===== config.mk =====
export PLATFORM = sky130hd
export DESIGN_NAME = efuse_load_ctrl
export DESIGN_NICKNAME = d
export VERILOG_FILES = /design/src/rtl/efuse_load_ctrl.sv
export SDC_FILE = /design/constraint.sdc
export NUM_CORES = 1
export LEC_CHECK = 0
export BUFFER_PORTS_ARGS = -buffer_cell sky130_fd_sc_hd__buf_2
export CORE_MARGIN = 2
export CORE_UTILIZATION = 43
export DETAILED_ROUTE_END_ITERATION = 10
export PLACE_DENSITY = 0.7
export SKIP_CTS_REPAIR_TIMING = 1
export SYNTH_ARGS = -nofsm -noshare
export SYNTH_HDL_FRONTEND = slang
export SYNTH_SLANG_ARGS = --single-unit

===== constraint.sdc =====
create_clock -name i_clk -period 6.4 [get_ports i_clk]
set_input_delay 1.28 -clock i_clk [delete_from_list [all_inputs] [get_ports i_clk]]
set_output_delay 1.28 -clock i_clk [all_outputs]
set_load 0.01 [all_outputs]

===== src/rtl/efuse_load_ctrl.sv =====
// Post-reset eFuse shadow loader: reads each eFuse word and writes it into its trim register
// through the logic-write port, then checks the trailing XOR checksum word.
module efuse_load_ctrl #(
  parameter int unsigned DW           = 8,
  parameter int unsigned EFUSE_WORDS  = 8,
  parameter int unsigned EAW          = 3,
  parameter int unsigned RD_PULSE_CYC = 4,
  parameter bit          AUTO_LOAD    = 1'b1
) (
  input  logic                   i_clk,
  input  logic                   i_rst_n,
  input  logic                   i_load_req,
  output logic                   o_efuse_ren,
  output logic [EAW-1:0]         o_efuse_addr,
  input  logic [DW-1:0]          i_efuse_rdata,
  output logic                   o_efuse_ctrl_reg_en,
  output logic [EFUSE_WORDS-1:0] o_lgc_wen,
  output logic [DW-1:0]          o_lgc_wdata,
  output logic                   o_load_busy,
  output logic                   o_load_done,
  output logic                   o_chk_err
);

  localparam int unsigned             CW      = (RD_PULSE_CYC > 1) ? $clog2(RD_PULSE_CYC) : 1;
  localparam logic [CW-1:0]           CntLast = CW'(RD_PULSE_CYC - 1);
  localparam logic [EAW-1:0]          IdxLast = EAW'(EFUSE_WORDS - 1);
  localparam logic [EFUSE_WORDS-1:0]  WenOne  = EFUSE_WORDS'(1);

  typedef enum logic [2:0] {StIdle, StStrobe, StCapture, StWrite, StFinish} state_e;

  state_e          state_q;
  logic [EAW-1:0]  idx_q;
  logic [CW-1:0]   cnt_q;
  logic [DW-1:0]   cap_q;
  logic [DW-1:0]   acc_q;
  logic            pend_q;

  // Address comes straight from the index register, so it is stable through strobe and capture.
  assign o_efuse_addr        = idx_q;
  assign o_efuse_ctrl_reg_en = o_load_busy;

  always_ff @(posedge i_clk or negedge i_rst_n) begin
    if (!i_rst_n) begin
      state_q     <= StIdle;
      idx_q       <= '0;
      cnt_q       <= '0;
      cap_q       <= '0;
      acc_q       <= '0;
      pend_q      <= AUTO_LOAD;
      o_efuse_ren <= 1'b0;
      o_lgc_wen   <= '0;
      o_lgc_wdata <= '0;
      o_load_busy <= 1'b0;
      o_load_done <= 1'b0;
      o_chk_err   <= 1'b0;
    end else begin
      case (state_q)
        StIdle: begin
          if (pend_q || i_load_req) begin
            state_q     <= StStrobe;
            pend_q      <= 1'b0;
            o_load_done <= 1'b0;
            o_chk_err   <= 1'b0;
            idx_q       <= '0;
            acc_q       <= '0;
            cnt_q       <= '0;
            o_efuse_ren <= 1'b1;
            o_load_busy <= 1'b1;
          end
        end
        StStrobe: begin
          if (cnt_q == CntLast) begin
            o_efuse_ren <= 1'b0;
            state_q     <= StCapture;
          end else begin
            cnt_q <= cnt_q + CW'(1);
          end
        end
        StCapture: begin
          cap_q       <= i_efuse_rdata;
          o_lgc_wdata <= i_efuse_rdata;
          o_lgc_wen   <= WenOne << idx_q;
          state_q     <= StWrite;
        end
        StWrite: begin
          o_lgc_wen <= '0;
          if (idx_q != IdxLast) begin
            acc_q       <= acc_q ^ cap_q;
            idx_q       <= idx_q + EAW'(1);
            cnt_q       <= '0;
            o_efuse_ren <= 1'b1;
            state_q     <= StStrobe;
          end else begin
            // Last word is the checksum: it must equal the XOR of all preceding words.
            o_chk_err   <= (acc_q != cap_q);
            o_load_busy <= 1'b0;
            state_q     <= StFinish;
          end
        end
        StFinish: begin
          o_load_done <= 1'b1;
          state_q     <= StIdle;
        end
        default: state_q <= StIdle;
      endcase
    end
  end

endmodule


* After elaboration in Yosys (flattened, before gate mapping)
Cells that the tools add are included.
** Storage, ports and cells
- Register bits after elaboration :: 37
- Input port bits :: 11
- Output and inout bits :: 24
- Logic and storage cells :: 65
** Cells by class
- Add/subtract/negate cells :: 2
- Equal/unequal tests :: 12
- Shifts and indexed selects :: 1
- Multiplexer cells :: 25
- Bitwise gates (word level) :: 1
- Reduce and logical (&&, ||, !) cells :: 13
** Operator list (number)
- case mux 8 bit (2 select lines) :: 2
- two-way mux 8 bit :: 2
- two-way mux 3 bit :: 5
- case mux 3 bit (4 select lines) :: 1
- inequality test 2 bit (second input constant) :: 5
- inequality test 8 bit :: 1
- AND reduction 4 bit :: 2
- left shift 1 x 3 -> 8 bit (first input constant) :: 1
- XOR 8 bit :: 1
- equality test 3 x 2 -> 1 bit (second input constant) :: 2
- two-way mux 1 bit :: 6
- two-way mux 2 bit :: 3
- case mux 1 bit (2 select lines) :: 3
- case mux 2 bit (3 select lines) :: 1
- case mux 3 bit (2 select lines) :: 1
- AND reduction 2 bit :: 3
- AND reduction 3 bit :: 2
- nonzero test 2 bit :: 3
- adder 3 x 1 -> 3 bit (second input constant) :: 1
- equality test 3 x 1 -> 1 bit (second input constant) :: 1
- equality test 3 bit (second input constant) :: 1
- logical NOT 3 bit :: 1
- inequality test 3 bit (second input constant) :: 1
- case mux 1 bit (3 select lines) :: 1
- 4 further kinds :: 4

* Logic depth before layout (Yosys ltp)
Gate-level depths: netlist of the first run.
- Depth in word-level cells :: 3
- Depth in mapped cells :: 7
- Mapped depth without buffers :: 6

* Worst setup path before layout of the first run
No wires, ideal clock.
- Kind :: input-to-reg
- Start point :: in i_load_req
- End point :: reg acc_q[0]
- Setup time :: 0.126 ns
- Data arrival time :: 2.237 ns
- Data required time :: 6.274 ns
- Setup slack :: 4.037 ns
- Cell stages on the path :: 5
- Path buffers :: 1
- Cells stage by stage :: o21bai_1 -> o21ba_1 -> buf_6 -> or2_4 -> a221o_1
** On the way
- Cells in the longest elaborated chain, start to end :: 3
** Ends and longest elaborated chain
- from (decl) :: line 12 : input logic i_load_req,
- logical OR 1 bit :: line 59 : if (pend_q || i_load_req) begin
- inequality test 2 bit (no line)
- AND reduction 3 bit (no line)
- to (signal assigned) :: line 88 : acc_q <= acc_q ^ cap_q;
- to (decl) :: line 35 : logic [DW-1:0] acc_q;
Every way passes these cells.
A chain may end at the register's enable or synchronous reset.

* Final worst setup path of the first run
- Start point :: reg idx_q[2], in the netlist o_efuse_addr[2]
- End point :: out o_efuse_addr[2]
** RTL lines
- from (decl) :: line 32 : logic [EAW-1:0] idx_q;
- from (signal assigned) :: line 89 : idx_q <= idx_q + EAW'(1);
- to (decl) :: line 14 : output logic [EAW-1:0] o_efuse_addr,
No word-level cell between the ends.

==> metrics.md, run 1 <==
| Metric | Value |
|---|---|
| Post-synthesis adder-cell area fraction | `4.84%` |
| Critical path arrival | `910 ps` |
| Worst r2r dst | `acc_q[0]` |
| Crit path buf inv count | `1` |
| NumNets Final | `225` |
| CTS Buffer Depth | `2` |
| Final hold viol count | `0` |
| Synth warn | `0` |
| Final setup fails | `0` |
| Vias in the first global route | `~1200` |
| Min Clock Period, post-route | `about 2200 ps` |
| DP Wirelength | `around 2.4 mm` |
| Largest family of logic cells by synthesized area | `simple AND/OR/NAND/NOR gates` |
| Leak Pwr | `roughly 1 nW` |
| Largest area contributor in the netlist | `dfrtp_1` |
| Min-delay worst type | `reg2reg` |
| CP endpoint | `o_efuse_addr[2]` |
| IO Pins | `35` |
| Worst reg2reg setup slack | `4220 ps` |
| Drt initial violations | `68` |
| CP Capture Type | `output pin` |
| Die area | `4740 sq um` |
| Top-count cell post-synth | `dfrtp_1` |
| Vias per cell | `approximately 5.1` |
| Row cnt | `23` |
| Worst-margin pin slew | `789 ps` |
| Largest net degree at the start of global routing | `38` |
| Share of synthesized flip-flops with an asynchronous set or reset | `100%` |
| Worst path max stage delay | `approximately 450 ps` |
| Final wirelength | `around 3.3 mm` |
| Critical path origin | `o_efuse_addr[2]` |
| Area grow syn2layout | `16.4%` |
| Sum Neg Setup Slack | `0 ps` |
| DP Cell Count | `250` |
| Cells along the critical path | `buf_2` |
| Drt drc | `0` |
| Via Count | `1313` |
| Core Region | `4030 sq um` |
| Ranking of synthesized cells by area | `dfrtp_1, mux2_2, ha_1, xnor2_1, o21ai_0` |
| Synth Area in Compound Gates | `approximately an eighth` |
| TritonCTS clock tree | `done` |
| Pwr Total | `0.000920 W` |
| Antenna cells | `0` |
| Levels on crit path | `1` |
| Buffers on Ports | `34` |
| Filler cell count | `around 410` |
| Drt pass-1 iters | `4` |
| Share of cells above drive strength 1 | `around 25%` |
| Fmax | `approximately 460 MHz` |
| Final ANT Viol Nets | `0` |
| Status | `complete, no violations` |
| GPL Wtd Cong | `between 0.8 and 0.9` |
| First-pass GRT wire length | `about 5.6 mm` |
| CTS Buf Count | `5` |
| Post-Synth XOR/XNOR Area | `under 10%` |
| Critical Path Source Type | `flop` |
| CTS Root Cell | `clkbuf_8` |
| Mapped Cells | `176` |
| Register area share after synthesis | `between 50% and 60%` |
| WS Path Type | `reg2out` |
| Clk_skew | `around 7.5 ps` |
| Avg Cell Area, Syn | `around 10 sq um` |
| CP top delay family | `flip-flops` |
| Synth unique cells | `37` |
| Global-route usage over all layers | `between 10% and 20%` |
| RSZ-0062 raised after global routing | `no` |
| Worst Path Max Fanout | `6` |
| Mapped Nets | `around 190` |
| Initial antenna violation count | `0` |
| EDFF count, synth | `0` |
| WL per Instance | `12.9 um` |
| Post-synth top cells | `dfrtp_1, inv_1, o21ai_0` |
| Synth Area in Simple Gates | `between 10% and 20%` |
| Post-synthesis mux area share | `under 10%` |
| Critical Path Slowest Stage Cell | `dfrtp_1` |
| Slew Limit Headroom | `between 40 and 50%` |
| H-tree levels | `2` |
| Max Cap Viol | `0` |
| Final instance count without filler cells | `roughly 260` |
| Die H | `between 60 and 70 um` |
| PD cells | `approximately 440 nW/um^2` |
| Clk_lat worst skew | `just under 300 ps` |
| Max Slew Vio Count | `0` |
| Starting Density | `roughly 45%` |
| Clk slew on worst S/H paths | `roughly 70 ps` |
| Primary FF master, synth | `dfrtp_1` |
| Worst EP required | `between 5000 and 6000 ps` |
| RR Startpoint | `o_efuse_addr[0]` |
| Period utilisation layout | `about a third` |
| Clk sink count | `37` |
| Grt total ovfl | `0` |
| Top cell type's share of synthesized area | `~50%` |
| Die Wd | `68.8 um` |
| Synthesized flop and latch total | `37` |
| Post-Syn Area | `1810 sq um` |
| VDD IR max | `~0.25 mV` |
| Worst R2R Path Depth | `6` |
layout by cell type, fill, tap and decap left out:
cell and instances:
dfrtp_1 36, buf_2 34, inv_1 14, o21ai_0 13
nor2_1 12, nand2_1 11, nor3_1 8, nand3_1 8
mux2_2 8, xnor2_1 8, ha_1 7, a21oi_1 6
clkbuf_8 6, a22o_1 5, nor2b_1 4, nor3b_1 3
and3b_1 2, a221o_1 2, nand2b_1 2, o41ai_1 2
nand4_1 2, nand4bb_1 1, o21bai_1 1, o21ba_1 1
o21ai_1 1, or2_4 1, nor4_1 1, and3_1 1
nor2_2 1, a32o_1 1, and2_1 1, o2bb2ai_1 1
o31a_1 1, bufinv_16 1, clkbuf_1 1, dfstp_2 1
through the flow:
stage | hold slack (ps) | utilization (%) | worst slack, ps | cell area (sq um)
after floorplan | 441 | - | 4040 | 1810
after global placement | 444 | 49.3 | 3910 | 1990
after detailed placement | 454 | 49.3 | 3890 | 1990
after CTS | 465 | 52.2 | 4180 | 2100
after global routing | 481 | 52.2 | 4120 | 2100
final | 459 | 52.2 | 4210 | 2100
state kept, by name, indices dropped and copies added, names as in the netlist:
signal               cells
o_lgc_wen                8
o_efuse_ren              1
pend_q                   1
cap_q                    8
o_efuse_addr             3
acc_q                    8
o_efuse_ctrl_reg_en      1
o_chk_err                1
o_load_done              1
state_q                  3
cnt_q                    2
cell families after synthesis:
| logic type | count (synthesis) |
|---|---|
| DFF | 37 |
| muxes | 8 |
| buffers and inverters | 24 |
| AOI/OAI and AO/OA | 34 |
| and+or+nand+nor | 58 |
| xor gates and xnor gates | 8 |
| adders and majority gates | 7 |
how the worst min path moves through the flow:
stage	startpoint	end	cells past startpoint
2_1_floorplan	pend_q	pend_q	1
4_1_cts	pend_q	pend_q	1
3_5_place_dp	pend_q	pend_q	1
6_report	pend_q	pend_q	1
5_1_grt	pend_q	pend_q	1
3_3_place_gp	pend_q	pend_q	1
layout make-up:
type	instances	area (sq um)	area share, %
Sequential cell	37	927	44.1
Multi-Input combinational cell	115	776	36.9
Timing Repair Buffer	34	170	8.09
Clock buffer	7	86.3	4.10
Tap cell	50	62.6	2.97
Inverter	14	52.6	2.50
Clock inverter	1	30.0	1.43
routing by layer:
layer	part of all wire, %	GRT usage (%)
met5	0	0
met4	1.7	6.62
met3	4.1	5.03
met2	47	26.0
met1	47	20.2
power by group:
group	switching, W	leakage, nW	internal, W
clock	0.0000803	0.0585	0.000127
combinational	0.000163	0.468	0.000158
sequential	0.0000862	0.474	0.000306
Power figures use the tool's default switching activity.
==> run 2: changes to the inputs <==
--- a/config.mk
+++ b/config.mk
@@ -9,7 +9,7 @@
 export CORE_MARGIN = 2
 export CORE_UTILIZATION = 43
 export DETAILED_ROUTE_END_ITERATION = 10
-export PLACE_DENSITY = 0.7
+export PLACE_DENSITY = 0.72
 export SKIP_CTS_REPAIR_TIMING = 1
 export SYNTH_ARGS = -nofsm -noshare
 export SYNTH_HDL_FRONTEND = slang
==> constraint.sdc (replaced) <==
create_clock -name i_clk -period 2 [get_ports i_clk]
set_input_delay 0.4 -clock i_clk [delete_from_list [all_inputs] [get_ports i_clk]]
set_output_delay 0.4 -clock i_clk [all_outputs]
set_load 0.01 [all_outputs]
==> metrics.md, run 2 (same netlist as run 1, synthesis figures left out) <==
| Metric | Value |
|---|---|
| Final setup fails | `0` |
| Final ANT Viol Nets | `0` |
| Drt drc | `0` |
| CP Capture Type | `flop` |
| Sum Neg Setup Slack | `0 ps` |
| Die H | `around 70 um` |
| DP Wirelength | `2.52 mm` |
| Leading registers by flop count | `acc_q (8), cap_q (8), o_lgc_wen (8)` |
| Share of cells above drive strength 1 | `30.3%` |
| Critical path arrival | `about 2100 ps` |
| Vias per cell | `5.15` |
| Global-route usage over all layers | `between 10% and 20%` |
| Largest net degree at the start of global routing | `21` |
| Area grow syn2layout | `20.8%` |
| WS Path Type | `reg2reg` |
| Worst EP required | `approximately 2200 ps` |
| Worst-margin pin slew | `around 460 ps` |
| Critical Path Source Type | `flop` |
| P_int | `~0.0019 W` |
| CTS Root Cell | `clkbuf_8` |
| Sw Pwr | `0.00108 W` |
| Die area | `4740 sq um` |
| RSZ-0062 raised after global routing | `no` |
| Row cnt | `23` |
| CTS Buffer Depth | `2` |
| Clk slew on worst S/H paths | `70 ps` |
| Slew Limit Headroom | `between 60% and 70%` |
| Starting Density | `44.9%` |
| Core Region | `slightly above 4000 sq um` |
| Final core utilization | `a little over half` |
| PD cells | `around 1300 nW/um^2` |
| RR Startpoint | `o_efuse_addr[0]` |
| Commonest non-fill, non-tap cell in the layout | `dfrtp_1` |
| Worst Path Max Fanout | `6` |
| Clk_skew | `roughly 6.3 ps` |
| WL per Instance | `12.9 um` |
| Min Clock Period, post-route | `1890 ps` |
| Worst reg2reg setup slack | `110 ps` |
| Vias in the first global route | `approximately 1200` |
| VDD IR max | `0.747 mV` |
| Final hold viol count | `0` |
| Worst R2R Path Depth | `6` |
| Fmax | `around 530 MHz` |
| IO Pins | `35` |
| Via Count | `1381` |
| Status | `complete, no violations` |
| Flop pwr share | `about two fifths` |
| CTS Buf Count | `5` |
| Min-delay worst type | `in2async` |
| Max Cap Viol | `0` |
| Grt total ovfl | `0` |
| Die Wd | `68.8 um` |
| Period utilisation layout | `a little over nine tenths` |
| Clk_lat worst skew | `~300 ps` |
| GPL Wtd Cong | `roughly 0.83` |
| Max Slew Vio Count | `0` |
| Filler cell count | `367` |
| Most frequent cells in the layout | `dfrtp_1, buf_2, inv_1` |
| Antenna cells | `0` |
| Comb power frac | `approximately 40%` |
| Buffers on Ports | `34` |
| Leak Pwr | `between 1 and 1.5 nW` |
| First-pass GRT wire length | `between 5 and 6 mm` |
| H-tree levels | `2` |
| NumNets Final | `235` |
| TritonCTS clock tree | `done` |
| Switching share of power | `36.8%` |
| Worst r2r dst | `acc_q[1]` |
| Drt initial violations | `86` |
| Final wirelength | `around 3.5 mm` |
| Drt pass-1 iters | `4` |
| Clk sink count | `37` |
| Initial antenna violation count | `0` |
| Clock network power share | `approximately a fifth` |
-- run 2: cell types whose count changed in the layout (fill, tap and decap cells not counted), sizes merged --
cell    change
bufinv      -1
buf        +10
clkinv      +1
-- run 2: layer usage --
metal  wire length [um]  GRT usage, %  part of all wire [%]
met1               1680          23.0                    49
met2               1570          24.3                    45
met3                150          3.90                   4.3
met4                 62          7.35                   1.8
met5                  0             0                     0
-- run 2: worst max path at each step --
| stage | startpoint | end | slack [ps] | cells after the start |
|---|---|---|---|---|
| 2_1_floorplan | o_efuse_addr[0] | acc_q[0] | 2 | 7 |
| 3_3_place_gp | o_efuse_addr[0] | acc_q[1] | 140 | 6 |
| 3_5_place_dp | o_efuse_addr[0] | acc_q[0] | 110 | 6 |
| 4_1_cts | o_efuse_addr[0] | acc_q[1] | 110 | 6 |
| 5_1_grt | o_efuse_addr[0] | acc_q[1] | 30 | 6 |
| 6_report | o_efuse_addr[0] | acc_q[1] | 110 | 6 |
-- run 2: layout make-up --
| class | count | area [sq um] | area share (%) |
|---|---|---|---|
| Timing Repair Buffer | 44 | 258 | 11.8 |
| Multi-Input combinational cell | 115 | 781 | 35.8 |
| Clock inverter | 1 | 5.00 | 0.229 |
| Tap cell | 50 | 62.6 | 2.87 |
| Sequential cell | 37 | 928 | 42.5 |
| Inverter | 14 | 52.6 | 2.41 |
| Clock buffer | 7 | 96.3 | 4.41 |
-- run 2: stage by stage --
step / cell area (sq um) / total power [W] / hold slack (ps) / worst slack [ps] / instances
2_1_floorplan: 1810 / 0.00201 / 104 / 2.37 / 176
3_3_place_gp: 2080 / 0.00237 / 363 / 145 / 260
3_5_place_dp: 2080 / 0.00239 / 364 / 108 / 260
4_1_cts: 2180 / 0.00298 / 47.3 / 109 / 268
5_1_grt: 2180 / 0.00317 / 65.7 / 26.9 / 268
6_report: 2180 / 0.00294 / 32.7 / 108 / 268
-- run 2: critical path: stages, from the launching register on --
cell     delay, ps
dfrtp_2        440
ha_2           200
ha_2           170
and3b_1        210
o21ba_1        160
or2_4          260
a221o_1        340
-- run 2: power groups by stage --
stage	sequential [W]	clock (W)	combinational (W)
after global placement	0.00121	0	0.00116
after detailed placement	0.00122	0	0.00118
after CTS	0.00121	0.000591	0.00118
after global routing	0.00125	0.000613	0.00131
final	0.00120	0.000576	0.00116
after floorplan	0.00127	0	0.000743
==> run 3: changes to the inputs <==
--- a/config.mk
+++ b/config.mk
@@ -9,7 +9,7 @@
 export CORE_MARGIN = 2
 export CORE_UTILIZATION = 43
 export DETAILED_ROUTE_END_ITERATION = 10
-export PLACE_DENSITY = 0.72
+export PLACE_DENSITY = 0.7
 export SKIP_CTS_REPAIR_TIMING = 1
 export SYNTH_ARGS = -nofsm -noshare
 export SYNTH_HDL_FRONTEND = slang
==> constraint.sdc (replaced) <==
create_clock -name i_clk -period 2.3 [get_ports i_clk]
set_input_delay 0.46 -clock i_clk [delete_from_list [all_inputs] [get_ports i_clk]]
set_output_delay 0.46 -clock i_clk [all_outputs]
set_load 0.01 [all_outputs]
==> metrics.md, run 3 (same netlist as run 1, synthesis figures left out) <==
| Metric | Value |
|---|---|
| TritonCTS clock tree | `done` |
| Filler cell count | `roughly 390` |
| Core Region | `around 4000 sq um` |
| Sw Pwr | `~0.00092 W` |
| Flop pwr share | `~45%` |
| Vias in the first global route | `between 1000 and 1500` |
| Share of cells above drive strength 1 | `25.8%` |
| CTS Root Cell | `clkbuf_8` |
| Period utilisation layout | `about nine tenths` |
| DP Wirelength | `2.53 mm` |
| Min Clock Period, post-route | `between 2000 and 2500 ps` |
| Clk_skew | `roughly 5.3 ps` |
| Critical path arrival | `~2200 ps` |
| CTS Buffer Depth | `2` |
| Worst EP required | `2470 ps` |
| Worst-margin pin slew | `795 ps` |
| Clk slew on worst S/H paths | `~60 ps` |
| Drt drc | `0` |
| Drt pass-1 iters | `4` |
| RR Startpoint | `o_efuse_addr[0]` |
| P_int | `0.00154 W` |
| Die H | `68.8 um` |
| CTS Buf Count | `5` |
| CP top delay family | `compound AO/OA/AOI/OAI gates` |
| Starting Density | `44.9%` |
| Worst r2r dst | `acc_q[0]` |
| Final ANT Viol Nets | `0` |
| PD cells | `roughly 1200 nW/um^2` |
| Grt total ovfl | `0` |
| Initial antenna violation count | `0` |
| CP Capture Type | `flop` |
| RSZ-0062 raised after global routing | `no` |
| IO Pins | `35` |
| NumNets Final | `approximately 230` |
| Final setup fails | `0` |
| Area grow syn2layout | `15.8%` |
| WS Path Type | `reg2reg` |
| Final core utilization | `around 52%` |
| GPL Wtd Cong | `0.827` |
| Critical Path Slowest Stage Cell | `dfrtp_1` |
| Most used cell, CP | `ha_1` |
| Largest net degree at the start of global routing | `38` |
| Most frequent cells in the layout | `dfrtp_1, buf_2, inv_1` |
| Worst path max stage delay | `between 400 and 500 ps` |
| Clk sink count | `37` |
| H-tree levels | `2` |
| Row cnt | `23` |
| Global-route usage over all layers | `a little under a fifth` |
| Slew Limit Headroom | `between 40% and 50%` |
| Worst Path Max Fanout | `8` |
| Leak Pwr | `0.996 nW` |
| Leading registers by flop count | `acc_q (8), cap_q (8), o_lgc_wen (8)` |
| Worst reg2reg setup slack | `about 230 ps` |
| WL per Instance | `13.7 um` |
| Vias per cell | `about 5.2` |
| Area of the multi-input gates | `around 780 sq um` |
| Via Count | `1350` |
| Fmax | `~480 MHz` |
| Cells along the critical path | `ha_1 > ha_1 > and3b_1 > o21ba_1 > or2_4 > a221o_1` |
| Crit path buf inv count | `0` |
| Antenna cells | `0` |
| Min-delay worst type | `in2async` |
| Die Wd | `between 60 and 70 um` |
| Clk_lat worst skew | `290 ps` |
| Comb power frac | `37.2%` |
| Max Cap Viol | `0` |
| Buffers on Ports | `34` |
| Worst R2R Path Depth | `6` |
| VDD IR max | `between 0.6 and 0.7 mV` |
| First-pass GRT wire length | `6.05 mm` |
| Die area | `roughly 4700 sq um` |
| Register area | `just over 900 sq um` |
| Critical Path Source Type | `flop` |
| Status | `complete, no violations` |
| Switching share of power | `between 30% and 40%` |
| Sum Neg Setup Slack | `0 ps` |
| Final wirelength | `3.56 mm` |
| Commonest non-fill, non-tap cell in the layout | `dfrtp_1` |
| Clock network power share | `18.3%` |
| Max Slew Vio Count | `0` |
| Drt initial violations | `between 90 and 100` |
| Final hold viol count | `0` |
[run 3: cell count changes in the layout (fill, tap and decap cells not counted), sizes merged]
| cell | previous run | this run |
|---|---|---|
| buf | 44 | 36 |
| clkinv | 1 | 0 |
[run 3: cell type report]
cell class	count	share of cell area [%]
Inverter	14	2.51
Clock buffer	7	4.12
Sequential cell	37	44.3
Multi-Input combinational cell	115	37.3
Timing Repair Buffer	36	8.84
Tap cell	50	2.99
[run 3: per-layer routing]
layer	vias to the layer above	GRT usage (%)	routed length, um
met4	0	6.62	40
met5	-	0	0
met1	646	23.3	1630
li1	670	-	-
met2	30	28.0	1710
met3	4	6.33	172
[run 3: metrics by stage]
stage | total power, W | instances | setup WS (ps) | hold slack, ps | instance area (sq um)
after floorplan | 0.00174 | 176 | 216 | 164 | 1810
after global placement | 0.00200 | 252 | 286 | 444 | 2000
after detailed placement | 0.00203 | 252 | 236 | 469 | 2000
after CTS | 0.00249 | 259 | 235 | 275 | 2090
after global routing | 0.00268 | 259 | 102 | 318 | 2090
final | 0.00246 | 259 | 234 | 256 | 2090
[run 3: power groups by stage]
| stage | Clock, W | Combinational (W) | Sequential, W |
|---|---|---|---|
| 2_1_floorplan | 0 | 0.000645 | 0.00110 |
| 3_3_place_gp | 0 | 0.000901 | 0.00109 |
| 3_5_place_dp | 0 | 0.000924 | 0.00111 |
| 4_1_cts | 0.000465 | 0.000927 | 0.00109 |
| 5_1_grt | 0.000498 | 0.00104 | 0.00114 |
| 6_report | 0.000450 | 0.000914 | 0.00110 |
[run 3: worst max path at each step]
stage,startpoint,end,cells after the start
after floorplan,o_efuse_addr[0],acc_q[0],7
after global placement,o_efuse_addr[0],acc_q[1],6
after detailed placement,o_efuse_addr[0],acc_q[0],6
after CTS,o_efuse_addr[0],acc_q[0],6
after global routing,o_efuse_addr[0],acc_q[0],6
final,o_efuse_addr[0],acc_q[0],6
[run 3: worst reg2reg max path: cells and delay by family (launching register included)]
kind / cells / cell delay (ps)
adders and majority gates: 2 / 430
and+or+nand+nor: 2 / 510
AOI/OAI and AO/OA: 2 / 590
DFF: 1 / 430
